==> src/rtl/mouse_config_sequencer_if.sv <==
`default_nettype none
// ============================================================================
// Module      : mouse_config_sequencer_if
// Description : Byte-level link between the PS/2 mouse configuration
//               sequencer and the PS/2 transmitter/receiver pair.
//               master = sequencer side, slave = transceiver side.
//   SEND_BYTE       one-cycle transmit request (master -> slave)
//   BYTE_TO_SEND    byte to transmit, stable until BYTE_SENT (master -> slave)
//   BYTE_SENT       transmit completion pulse (slave -> master)
//   READ_ENABLE     receiver enable (master -> slave)
//   BYTE_READ       received byte (slave -> master)
//   BYTE_ERROR_CODE receiver error, nonzero = bad byte (slave -> master)
//   BYTE_READY      received byte valid pulse (slave -> master)
// Revision    : 1.0 - initial release
// ============================================================================
interface mouse_config_sequencer_if;
    logic       SEND_BYTE;
    logic [7:0] BYTE_TO_SEND;
    logic       BYTE_SENT;
    logic       READ_ENABLE;
    logic [7:0] BYTE_READ;
    logic [1:0] BYTE_ERROR_CODE;
    logic       BYTE_READY;

    modport master (
        output SEND_BYTE,
        output BYTE_TO_SEND,
        output READ_ENABLE,
        input  BYTE_SENT,
        input  BYTE_READ,
        input  BYTE_ERROR_CODE,
        input  BYTE_READY
    );

    modport slave (
        input  SEND_BYTE,
        input  BYTE_TO_SEND,
        input  READ_ENABLE,
        output BYTE_SENT,
        output BYTE_READ,
        output BYTE_ERROR_CODE,
        output BYTE_READY
    );
endinterface
`default_nettype wire

==> src/rtl/mouse_config_sequencer.sv <==
`default_nettype none
// ============================================================================
// Module      : mouse_config_sequencer
// Description : Walks a PS/2 mouse through reset, the IntelliMouse scroll
//               unlock knock (F3 C8 / F3 64 / F3 50), ID read, sample rate,
//               resolution and stream enable. Every command must be ACKed
//               (FA); any bad byte, receiver error or timeout restarts the
//               whole sequence until MAX_RETRY attempts have failed.
// Ports       :
//   CLK        system clock, rising edge
//   RESET      synchronous active-high reset
//   START      one-cycle pulse, honoured in IDLE/DONE/FAIL only
//   bus        transmitter/receiver link (master modport)
//   CFG_DONE   level, configuration succeeded
//   CFG_FAIL   level, retries exhausted
//   DEVICE_ID  ID byte returned after the F2 command
//   SCROLL_EN  high when DEVICE_ID == 8'h03 (registered)
//   STEP       current step index 0-12
//   RETRY_CNT  failed attempts so far
// Revision    : 1.0 - initial release
// ============================================================================
module mouse_config_sequencer #(
    parameter int         TIMEOUT_CYCLES = 5000000,
    parameter int         MAX_RETRY      = 3,
    parameter logic [7:0] SAMPLE_RATE    = 8'd100,
    parameter logic [7:0] RESOLUTION     = 8'h02
) (
    input  logic                             CLK,
    input  logic                             RESET,
    input  logic                             START,
    mouse_config_sequencer_if.master         bus,
    output logic                             CFG_DONE,
    output logic                             CFG_FAIL,
    output logic [7:0]                       DEVICE_ID,
    output logic                             SCROLL_EN,
    output logic [3:0]                       STEP,
    output logic [1:0]                       RETRY_CNT
);

    localparam int c_TIMER_W = (TIMEOUT_CYCLES > 1) ? $clog2(TIMEOUT_CYCLES) : 1;
    localparam logic [c_TIMER_W-1:0] c_TIMEOUT_LAST = c_TIMER_W'(TIMEOUT_CYCLES - 1);

    localparam logic [7:0] c_ACK     = 8'hFA;
    localparam logic [7:0] c_BAT_OK  = 8'hAA;
    localparam logic [7:0] c_PID     = 8'h00;
    localparam logic [7:0] c_WHEELID = 8'h03;

    typedef enum logic [3:0] {
        IDLE      = 4'd0,
        SEND      = 4'd1,
        WAIT_SENT = 4'd2,
        WAIT_ACK  = 4'd3,
        WAIT_BAT  = 4'd4,
        WAIT_PID  = 4'd5,
        WAIT_ID   = 4'd6,
        DONE      = 4'd7,
        FAIL      = 4'd8
    } state_t;

    // Command byte for each step of the configuration sequence.
    function automatic logic [7:0] f_stepByte(input logic [3:0] s);
        case (s)
            4'd0:    f_stepByte = 8'hFF;
            4'd1:    f_stepByte = 8'hF3;
            4'd2:    f_stepByte = 8'hC8;
            4'd3:    f_stepByte = 8'hF3;
            4'd4:    f_stepByte = 8'h64;
            4'd5:    f_stepByte = 8'hF3;
            4'd6:    f_stepByte = 8'h50;
            4'd7:    f_stepByte = 8'hF2;
            4'd8:    f_stepByte = 8'hF3;
            4'd9:    f_stepByte = SAMPLE_RATE;
            4'd10:   f_stepByte = 8'hE8;
            4'd11:   f_stepByte = RESOLUTION;
            4'd12:   f_stepByte = 8'hF4;
            default: f_stepByte = 8'h00;
        endcase
    endfunction

    state_t               r_state;
    logic [3:0]           r_step;
    logic [1:0]           r_retry;
    logic                 r_sendByte;
    logic [7:0]           r_byteToSend;
    logic                 r_readEnable;
    logic [7:0]           r_deviceId;
    logic                 r_scrollEn;
    logic                 r_cfgDone;
    logic                 r_cfgFail;
    logic [c_TIMER_W-1:0] r_timer;

    logic       w_inRecv;
    logic       w_expectOk;
    logic       w_rxGood;
    logic       w_rxBad;
    logic       w_timeout;
    logic       w_failure;
    logic [2:0] w_retryInc;
    logic       w_retryExhausted;
    logic       w_startOk;
    logic       w_enterSend;
    logic [3:0] w_sendStep;

    always_comb begin
        w_inRecv = (r_state == WAIT_ACK) || (r_state == WAIT_BAT) ||
                   (r_state == WAIT_PID) || (r_state == WAIT_ID);

        case (r_state)
            WAIT_ACK: w_expectOk = (bus.BYTE_READ == c_ACK);
            WAIT_BAT: w_expectOk = (bus.BYTE_READ == c_BAT_OK);
            WAIT_PID: w_expectOk = (bus.BYTE_READ == c_PID);
            WAIT_ID:  w_expectOk = 1'b1;
            default:  w_expectOk = 1'b0;
        endcase

        w_rxGood = w_inRecv && bus.BYTE_READY && (bus.BYTE_ERROR_CODE == 2'b00) && w_expectOk;
        w_rxBad  = w_inRecv && bus.BYTE_READY && !((bus.BYTE_ERROR_CODE == 2'b00) && w_expectOk);

        // An arriving byte (or transmit completion) takes priority over a
        // timeout expiring on the same cycle.
        w_timeout = (r_timer == c_TIMEOUT_LAST) &&
                    (((r_state == WAIT_SENT) && !bus.BYTE_SENT) ||
                     (w_inRecv && !bus.BYTE_READY));

        w_failure        = w_rxBad || w_timeout;
        w_retryInc       = {1'b0, r_retry} + 3'd1;
        w_retryExhausted = (32'(w_retryInc) == MAX_RETRY);
        w_startOk        = START && ((r_state == IDLE) || (r_state == DONE) || (r_state == FAIL));

        // Every path that (re)issues a command funnels through here.
        w_enterSend = 1'b0;
        w_sendStep  = 4'd0;
        if (w_startOk) begin
            w_enterSend = 1'b1;
        end else if (w_failure && !w_retryExhausted) begin
            w_enterSend = 1'b1;
        end else if (w_rxGood) begin
            case (r_state)
                WAIT_ACK: begin
                    if ((r_step != 4'd0) && (r_step != 4'd7) && (r_step != 4'd12)) begin
                        w_enterSend = 1'b1;
                        w_sendStep  = r_step + 4'd1;
                    end
                end
                WAIT_PID: begin
                    w_enterSend = 1'b1;
                    w_sendStep  = 4'd1;
                end
                WAIT_ID: begin
                    w_enterSend = 1'b1;
                    w_sendStep  = 4'd8;
                end
                default: ;
            endcase
        end
    end

    always_ff @(posedge CLK) begin
        if (RESET) begin
            r_state      <= IDLE;
            r_step       <= 4'd0;
            r_retry      <= 2'd0;
            r_sendByte   <= 1'b0;
            r_byteToSend <= 8'h00;
            r_readEnable <= 1'b0;
            r_deviceId   <= 8'h00;
            r_scrollEn   <= 1'b0;
            r_cfgDone    <= 1'b0;
            r_cfgFail    <= 1'b0;
            r_timer      <= '0;
        end else begin
            r_sendByte <= 1'b0;
            r_scrollEn <= (r_deviceId == c_WHEELID);

            if ((r_state == WAIT_SENT) || w_inRecv) begin
                r_timer <= r_timer + c_TIMER_W'(1);
            end

            case (r_state)
                SEND: begin
                    r_state <= WAIT_SENT;
                    r_timer <= '0;
                end
                WAIT_SENT: begin
                    if (bus.BYTE_SENT) begin
                        r_state      <= WAIT_ACK;
                        r_timer      <= '0;
                        r_readEnable <= 1'b1;
                    end
                end
                WAIT_ACK: begin
                    if (w_rxGood) begin
                        if (r_step == 4'd0) begin
                            r_state <= WAIT_BAT;
                            r_timer <= '0;
                        end else if (r_step == 4'd7) begin
                            r_state <= WAIT_ID;
                            r_timer <= '0;
                        end else if (r_step == 4'd12) begin
                            r_state      <= DONE;
                            r_readEnable <= 1'b0;
                            r_cfgDone    <= 1'b1;
                        end
                    end
                end
                WAIT_BAT: begin
                    if (w_rxGood) begin
                        r_state <= WAIT_PID;
                        r_timer <= '0;
                    end
                end
                WAIT_ID: begin
                    if (w_rxGood) begin
                        r_deviceId <= bus.BYTE_READ;
                    end
                end
                default: ;
            endcase

            if (w_startOk) begin
                r_retry    <= 2'd0;
                r_deviceId <= 8'h00;
                r_cfgDone  <= 1'b0;
                r_cfgFail  <= 1'b0;
            end

            if (w_failure) begin
                r_retry <= w_retryInc[1:0];
                if (w_retryExhausted) begin
                    r_state      <= FAIL;
                    r_readEnable <= 1'b0;
                    r_cfgFail    <= 1'b1;
                end
            end

            if (w_enterSend) begin
                r_state      <= SEND;
                r_step       <= w_sendStep;
                r_sendByte   <= 1'b1;
                r_byteToSend <= f_stepByte(w_sendStep);
                r_readEnable <= 1'b0;
            end
        end
    end

    assign bus.SEND_BYTE    = r_sendByte;
    assign bus.BYTE_TO_SEND = r_byteToSend;
    assign bus.READ_ENABLE  = r_readEnable;
    assign CFG_DONE         = r_cfgDone;
    assign CFG_FAIL         = r_cfgFail;
    assign DEVICE_ID        = r_deviceId;
    assign SCROLL_EN        = r_scrollEn;
    assign STEP             = r_step;
    assign RETRY_CNT        = r_retry;

endmodule
`default_nettype wire

==> src/flat_wrapper.sv <==
// flat-port wrapper written by rule: the top's interface ports become plain ports
module mouse_config_sequencer_flat 
#(
    parameter int         TIMEOUT_CYCLES = 5000000,
    parameter int         MAX_RETRY      = 3,
    parameter logic [7:0] SAMPLE_RATE    = 8'd100,
    parameter logic [7:0] RESOLUTION     = 8'h02
)
  (CLK, RESET, START, CFG_DONE, CFG_FAIL, DEVICE_ID, SCROLL_EN, STEP, RETRY_CNT, bus_SEND_BYTE, bus_BYTE_TO_SEND, bus_READ_ENABLE, bus_BYTE_SENT, bus_BYTE_READ, bus_BYTE_ERROR_CODE, bus_BYTE_READY);
  mouse_config_sequencer_if bus_i ();
  input  logic CLK;
  input  logic RESET;
  input  logic START;
  output logic CFG_DONE;
  output logic CFG_FAIL;
  output logic [7:0] DEVICE_ID;
  output logic SCROLL_EN;
  output logic [3:0] STEP;
  output logic [1:0] RETRY_CNT;
  output wire logic [$bits(bus_i.SEND_BYTE)-1:0] bus_SEND_BYTE;
  output wire logic [$bits(bus_i.BYTE_TO_SEND)-1:0] bus_BYTE_TO_SEND;
  output wire logic [$bits(bus_i.READ_ENABLE)-1:0] bus_READ_ENABLE;
  input wire logic [$bits(bus_i.BYTE_SENT)-1:0] bus_BYTE_SENT;
  input wire logic [$bits(bus_i.BYTE_READ)-1:0] bus_BYTE_READ;
  input wire logic [$bits(bus_i.BYTE_ERROR_CODE)-1:0] bus_BYTE_ERROR_CODE;
  input wire logic [$bits(bus_i.BYTE_READY)-1:0] bus_BYTE_READY;
  assign bus_SEND_BYTE = bus_i.SEND_BYTE;
  assign bus_BYTE_TO_SEND = bus_i.BYTE_TO_SEND;
  assign bus_READ_ENABLE = bus_i.READ_ENABLE;
  assign bus_i.BYTE_SENT = bus_BYTE_SENT;
  assign bus_i.BYTE_READ = bus_BYTE_READ;
  assign bus_i.BYTE_ERROR_CODE = bus_BYTE_ERROR_CODE;
  assign bus_i.BYTE_READY = bus_BYTE_READY;
  mouse_config_sequencer #(.TIMEOUT_CYCLES(TIMEOUT_CYCLES), .MAX_RETRY(MAX_RETRY), .SAMPLE_RATE(SAMPLE_RATE), .RESOLUTION(RESOLUTION)) u_core (.CLK(CLK), .RESET(RESET), .START(START), .bus(bus_i), .CFG_DONE(CFG_DONE), .CFG_FAIL(CFG_FAIL), .DEVICE_ID(DEVICE_ID), .SCROLL_EN(SCROLL_EN), .STEP(STEP), .RETRY_CNT(RETRY_CNT));
endmodule
==> config.mk <==
export PLATFORM = sky130hd
export DESIGN_NAME = mouse_config_sequencer_flat
export DESIGN_NICKNAME = d
export VERILOG_FILES = /design/src/rtl/mouse_config_sequencer_if.sv /design/src/rtl/mouse_config_sequencer.sv /design/src/flat_wrapper.sv
export SDC_FILE = /design/constraint.sdc
export NUM_CORES = 1
export LEC_CHECK = 0
export CORE_MARGIN = 2
export CORE_UTILIZATION = 40
export DETAILED_ROUTE_END_ITERATION = 10
export SYNTH_ARGS = -nofsm -noshare
export SYNTH_HDL_FRONTEND = slang
export SYNTH_SLANG_ARGS = --single-unit
==> constraint.sdc <==
create_clock -name CLK -period 4.1 [get_ports CLK]
set_input_delay 1.23 -clock CLK [delete_from_list [all_inputs] [get_ports CLK]]
set_output_delay 1.23 -clock CLK [all_outputs]
set_load 0.005 [all_outputs]
# Word level (Yosys, flattened, before mapping)
# Memory sizes are Yosys's and may differ from the RTL's. A register that Yosys moved wholly into a read port is not among the register bits.
# Cells that the tools add are included.
[classes] bitwise_logic=2 n_reduce_logical=35 addsub=3 n_eq_ne=17 n_mux=42
[ops] op="$mux 23" n=6
[ops] op="$pmux 23 s4" n=1
[ops] op="$mux 4" n=12
[ops] op="$add 23x1->23 const B" n=1
[ops] op="$eq 23x23->1 const B" n=1
[ops] op="$eq 4x3->1 const B" n=5
[ops] op="$eq 8x8->1 const B" n=2
[ops] op="$mux 1" n=16
[ops] op="$pmux 4 s4" n=1
[ops] op="$logic_and 1x1->1" n=12
[ops] op="$pmux 4 s3" n=1
[ops] op="$eq 4x2->1 const B" n=2
[ops] op="$eq 4x4->1 const B" n=2
[ops] op="$eq 8x2->1 const B" n=1
[ops] op="$logic_not 4->1" n=2
[ops] op="$logic_not 8->1" n=1
[ops] op="$logic_or 1x1->1" n=8
[ops] op="$reduce_or 2->1" n=3
[ops] op="$reduce_and 5->1" n=1
[ops] op="$add 4x1->4 const B" n=1
[ops] op="$eq 4x1->1 const B" n=1
[ops] op="$logic_not 1->1" n=4
[ops] op="$mux 2" n=2
[ops] op="$ne 4x3->1 const B" n=1
[ops] op="10 further kinds" n=12
[totals] input_bits=15 mem_bits_ro=128 register_bits=46 word_cells=111 mem_count=1
[memory_table] name="(no name shown)" words=16 word_bits=8 rd=1 rd_clocked_by_memory_dff=1 write_ports=0 line="mouse_config_sequencer.sv:62" source="case (s)"

# Longest topological paths before layout
[logic_depth] depth_word=12 mapped_depth=13 mapped_depth_nobuf=12

# Worst setup path before layout
# No wires, ideal clock.
[synth_path] path_kind="input to register" startpoint="input port bus_BYTE_READ[0]" endpoint="register u_core.r_byteToSend[7] (netlist: u_core.bus.BYTE_TO_SEND[7])" stages=11 setup_slack_ns=0.511 arrival_ns=3.503 required_time_ns=4.014 cell_sequence="nor4_1 > a41oi_2 > a21oi_1 > nand3_1 > inv_1 > ha_1 > inv_1 > a21oi_1 > nor3_1 > a31o_2 > a211oi_1"
[synth_between] elab_chain_cells=9 word_cells_on_any_way=16 classes_between="2 x eq/ne; 7 x mux; 7 x reduce/logical"
[synth_rtl] item="start: declaration" line="flat_wrapper.sv:24" source="input wire logic [$bits(bus_i.BYTE_READ)-1:0] bus_BYTE_READ;"
[synth_rtl] item="$eq 8x8->1, or another cell as far along" line="mouse_config_sequencer.sv:110" source="WAIT_BAT: w_expectOk = (bus.BYTE_READ == c_BAT_OK);"
[synth_rtl] item="$pmux 1 s4 *" line="mouse_config_sequencer.sv:108" source="case (r_state)"
[synth_rtl] item="$logic_and 1x1->1" line="mouse_config_sequencer.sv:117" source="w_rxBad = w_inRecv && bus.BYTE_READY && !((bus.BYTE_ERROR_CODE == 2'b00) && w_expectOk);"
[synth_rtl] item="$logic_not 1->1" line="mouse_config_sequencer.sv:117"
[synth_rtl] item="$logic_and 1x1->1" line="mouse_config_sequencer.sv:117"
[synth_rtl] item="$logic_or 1x1->1" line="mouse_config_sequencer.sv:125" source="w_failure = w_rxBad || w_timeout;"
[synth_rtl] item="$logic_and 1x1->1" line="mouse_config_sequencer.sv:135" source="end else if (w_failure && !w_retryExhausted) begin"
[synth_rtl] item="$mux 4 *" line="mouse_config_sequencer.sv:135"
[synth_rtl] item="$mux 4 *" line="mouse_config_sequencer.sv:133" source="if (w_startOk) begin"
[synth_rtl] item="net u_core.w_sendStep[1]" line="mouse_config_sequencer.sv:102" source="logic [3:0] w_sendStep;"
[synth_rtl] item="end: declaration" line="mouse_config_sequencer.sv:84" source="logic [7:0] r_byteToSend;"
# Mark *: on every way through the listed nets, which the timed path passes. The rest lies on a longest branch.
# A chain may end at the register's enable or synchronous reset.

# Worst setup path after layout
[layout_path] startpoint="input port bus_BYTE_READ[1]" endpoint="register u_core.r_byteToSend[1] (netlist: u_core.bus.BYTE_TO_SEND[1])"
[layout_between] elab_chain_cells=9 word_cells_on_any_way=16 classes_between="2 x eq/ne; 7 x mux; 7 x reduce/logical"
[layout_rtl] item="$eq 8x8->1, or another cell as far along" line="mouse_config_sequencer.sv:110"
[layout_rtl] item="$pmux 1 s4 *" line="mouse_config_sequencer.sv:108"
[layout_rtl] item="$logic_and 1x1->1" line="mouse_config_sequencer.sv:117"
[layout_rtl] item="$logic_not 1->1" line="mouse_config_sequencer.sv:117"
[layout_rtl] item="$logic_and 1x1->1" line="mouse_config_sequencer.sv:117"
[layout_rtl] item="$logic_or 1x1->1" line="mouse_config_sequencer.sv:125"
[layout_rtl] item="$logic_and 1x1->1" line="mouse_config_sequencer.sv:135"
[layout_rtl] item="$mux 4 or $mux 1 (tied branches)" line="mouse_config_sequencer.sv:135"
[layout_rtl] item="$mux 4 or $mux 1 (tied branches)" line="mouse_config_sequencer.sv:133"
# Every way passes the cells marked *; elsewhere a longest branch is shown, timed or not.

==> flow_summary.ini <==
[run_status]
status = complete, no violations

[finish]
register_area_um2 = 1080
design_area_um2 = 3640
multi_input_area_um2 = 1840
num-fill-cells = 696
drive_gt1_share_pct = 10.3
antenna_cells = 0
final_core_util_pct = 49.7
nets = 412
syn2layout_area_growth_pct = 19.5

[clock_network]
cts_resized = 0
cts-root-buf = clkbuf_8
cts_tree = yes
clock_path_buffers = 2
htree_levels = 2
cts_made_buffers = 5
post_cts_buffers = 0
clk_latency_ns = 0.32
clock-sinks = 54
cts.clk_slew.worst_paths_ns = 0.10
cts-hold-fix-buffers = 0

[detailed_routing]
viasPerCell = 5.25
routed-wl-met3_um = 357
first_iter_violations = 141
vias = 2560
drtPass1Iterations = 4
top_layer_used = met4
wire_per_inst_um = 14.1
wl_met1_mm = 3.33
drcViolationCount = 0
ant_nets = 0
dr_wl_met2_mm = 3.11
drt_wl_total_mm = 6.90

[synthesis]
synth_top_cells_by_area = dfxtp_1, nor2_1, xor2_1
ys_types = 65
synth_top_area_cell = dfxtp_1
avgSynthCellArea_um2 = 8.75
synth_seq_cells = 54
synthFlopType = dfxtp_1
async_reset_ff_share_pct = 0
synth_seq_area_share_pct = 35.5
syn_area_um2 = 3050
postSynthCellCount = 348
yosysMostFrequentCell = nor2_1
synth_top_area_share_pct = 35.5
syn_nets = 372
yosysWarnings = 0
synth-edff-count = 0
synthTopCellsByCount = nor2_1, dfxtp_1, nand2_1, a21oi_1, xor2_1

[placement]
placed_area_um2 = 3550
gp_congestion = 0.823
port_buffers = 41
dpl.hpwl_mm = 5.10

[worst_setup_path]
required_ns = 4.31
cp-end-kind = flip-flop
worstPathArrival_ns = 3.84
rrSetupSlack_ns = 1.04
path_max_fanout = 7
worstSetupStartpointType = input port
criticalPathCategory = in -> reg

[pwr]
vdd_drop_max_v = 0.000133
p_leak_nw = 1.23
power_uw = 982
cellPowerDensity_nw_per_um2 = 270

[floorplanning]
ios = 42
rows = 31
initial_core_util_pct = 41.6
dieHeight_um = 91.3
core_um2 = 7330
dieArea_um2 = 8330
die_w_um = 91.3

[global_route]
grt-ovfl-total = 0
grt_pass1_wl_mm = 11.9
grt_pass1_vias = 2479
grt_start_max_net_pins = 23
antenna_found_initial = 0
grt.total_usage_pct = 17.4

[timing]
setup-violations-final = 0
rsz0062_at_grt = no
finalCritPeriodShare_pct = 88.7
hold_viol_final = 0
worst_pin_slew_ns = 0.763
slew_headroom_pct = 48.7
timing.setup.tns_ns = 0
finClkSkew_ns = 0.0102
hold_slack_ns = 0.461
fmax_ghz = 0.275
slew_violations = 0
period_needed_ns = 3.64

[hold_path]
hold_path_class = reg -> reg

[flow_run]
maxCapViolations = 0
-- flip-flops by register name, indices dropped and copies added, names as in the netlist --
name / count
u_core.SCROLL_EN: 1
u_core.CFG_FAIL: 1
u_core.bus.BYTE_TO_SEND: 8
u_core.bus.READ_ENABLE: 1
u_core.bus.SEND_BYTE: 1
u_core.DEVICE_ID: 8
u_core.STEP: 4
u_core.r_timer: 23
u_core.RETRY_CNT: 2
u_core.CFG_DONE: 1
u_core.r_state: 4
-- worst max-delay path: stages --
cell and delay (ns):
clkdlybuf4s50_1 0.45, nor4_1 0.43, a41oi_2 0.27, a21oi_1 0.30, buf_4 0.19, nand2b_1 0.13
ha_1 0.32, o32ai_1 0.07, a211oi_1 0.36, nor3_1 0.09
-- cell type report --
| type | count | area share, % |
|---|---|---|
| Clock buffer | 5 | 1.89 |
| Clock inverter | 3 | 0.584 |
| Inverter | 8 | 0.825 |
| Multi-Input combinational cell | 271 | 50.5 |
| Sequential cell | 54 | 29.7 |
| Tap cell | 99 | 3.40 |
| Timing Repair Buffer | 48 | 13.1 |
-- where the power goes --
part | leakage (nW) | switching (mW) | total (mW) | internal [mW]
sequential | 0.438 | 0.0156 | 0.554 | 0.538
clock | 0.0441 | 0.185 | 0.305 | 0.121
combinational | 0.746 | 0.0608 | 0.123 | 0.0624
total | 1.23 | 0.261 | 0.982 | 0.721
-- logic make-up after synthesis --
kind of cell / count (synthesis) / synth area share (%)
buf+inv: 23 / 4.11
mux: 14 / 4.64
simple gates: 158 / 27.7
flops: 54 / 35.5
compound gates: 66 / 17.5
xor+xnor: 24 / 6.90
fa+ha+maj: 9 / 3.70
-- layout by cell type, fill, tap and decap left out, types with 6 or more instances in the layout --
master           Yosys  final
a211oi_1             7      7
a21oi_1             20     20
buf_4                3      6
clkdlybuf4s50_1      0     41
dfxtp_1             54     54
ha_1                 9      9
inv_1                8      8
mux2i_1             13     13
nand2_1             24     24
nand3_1             13     13
nand3b_1             6      6
nand4_1             10     10
nor2_1              58     58
nor2b_1              8      8
xnor2_1              7      7
xor2_1              17     17
-- per-stage QoR --
stage | setup slack, ns | cells
after CTS | 0.504 | 488
after global placement | 0.200 | 480
after global routing | 0.349 | 488
final | 0.463 | 488
after detailed placement | 0.158 | 480
after floorplan | 0.511 | 348
-- final timing paths --
path | start | end | depth (start not counted)
min | u_core.DEVICE_ID[7] | u_core.SCROLL_EN | 1
min reg2reg | u_core.DEVICE_ID[7] | u_core.SCROLL_EN | 1
max reg2reg | u_core.r_state[2] | u_core.bus.BYTE_TO_SEND[1] | 10
max | bus_BYTE_READ[1] | u_core.bus.BYTE_TO_SEND[1] | 10
-- per-layer routing --
layer  GRT usage (%)  up-vias
li1                -     1322
met1            23.2     1162
met2            28.2       69
met3            3.40        7
met4            5.68        0
met5               0        -
Power figures use the tool's default switching activity.
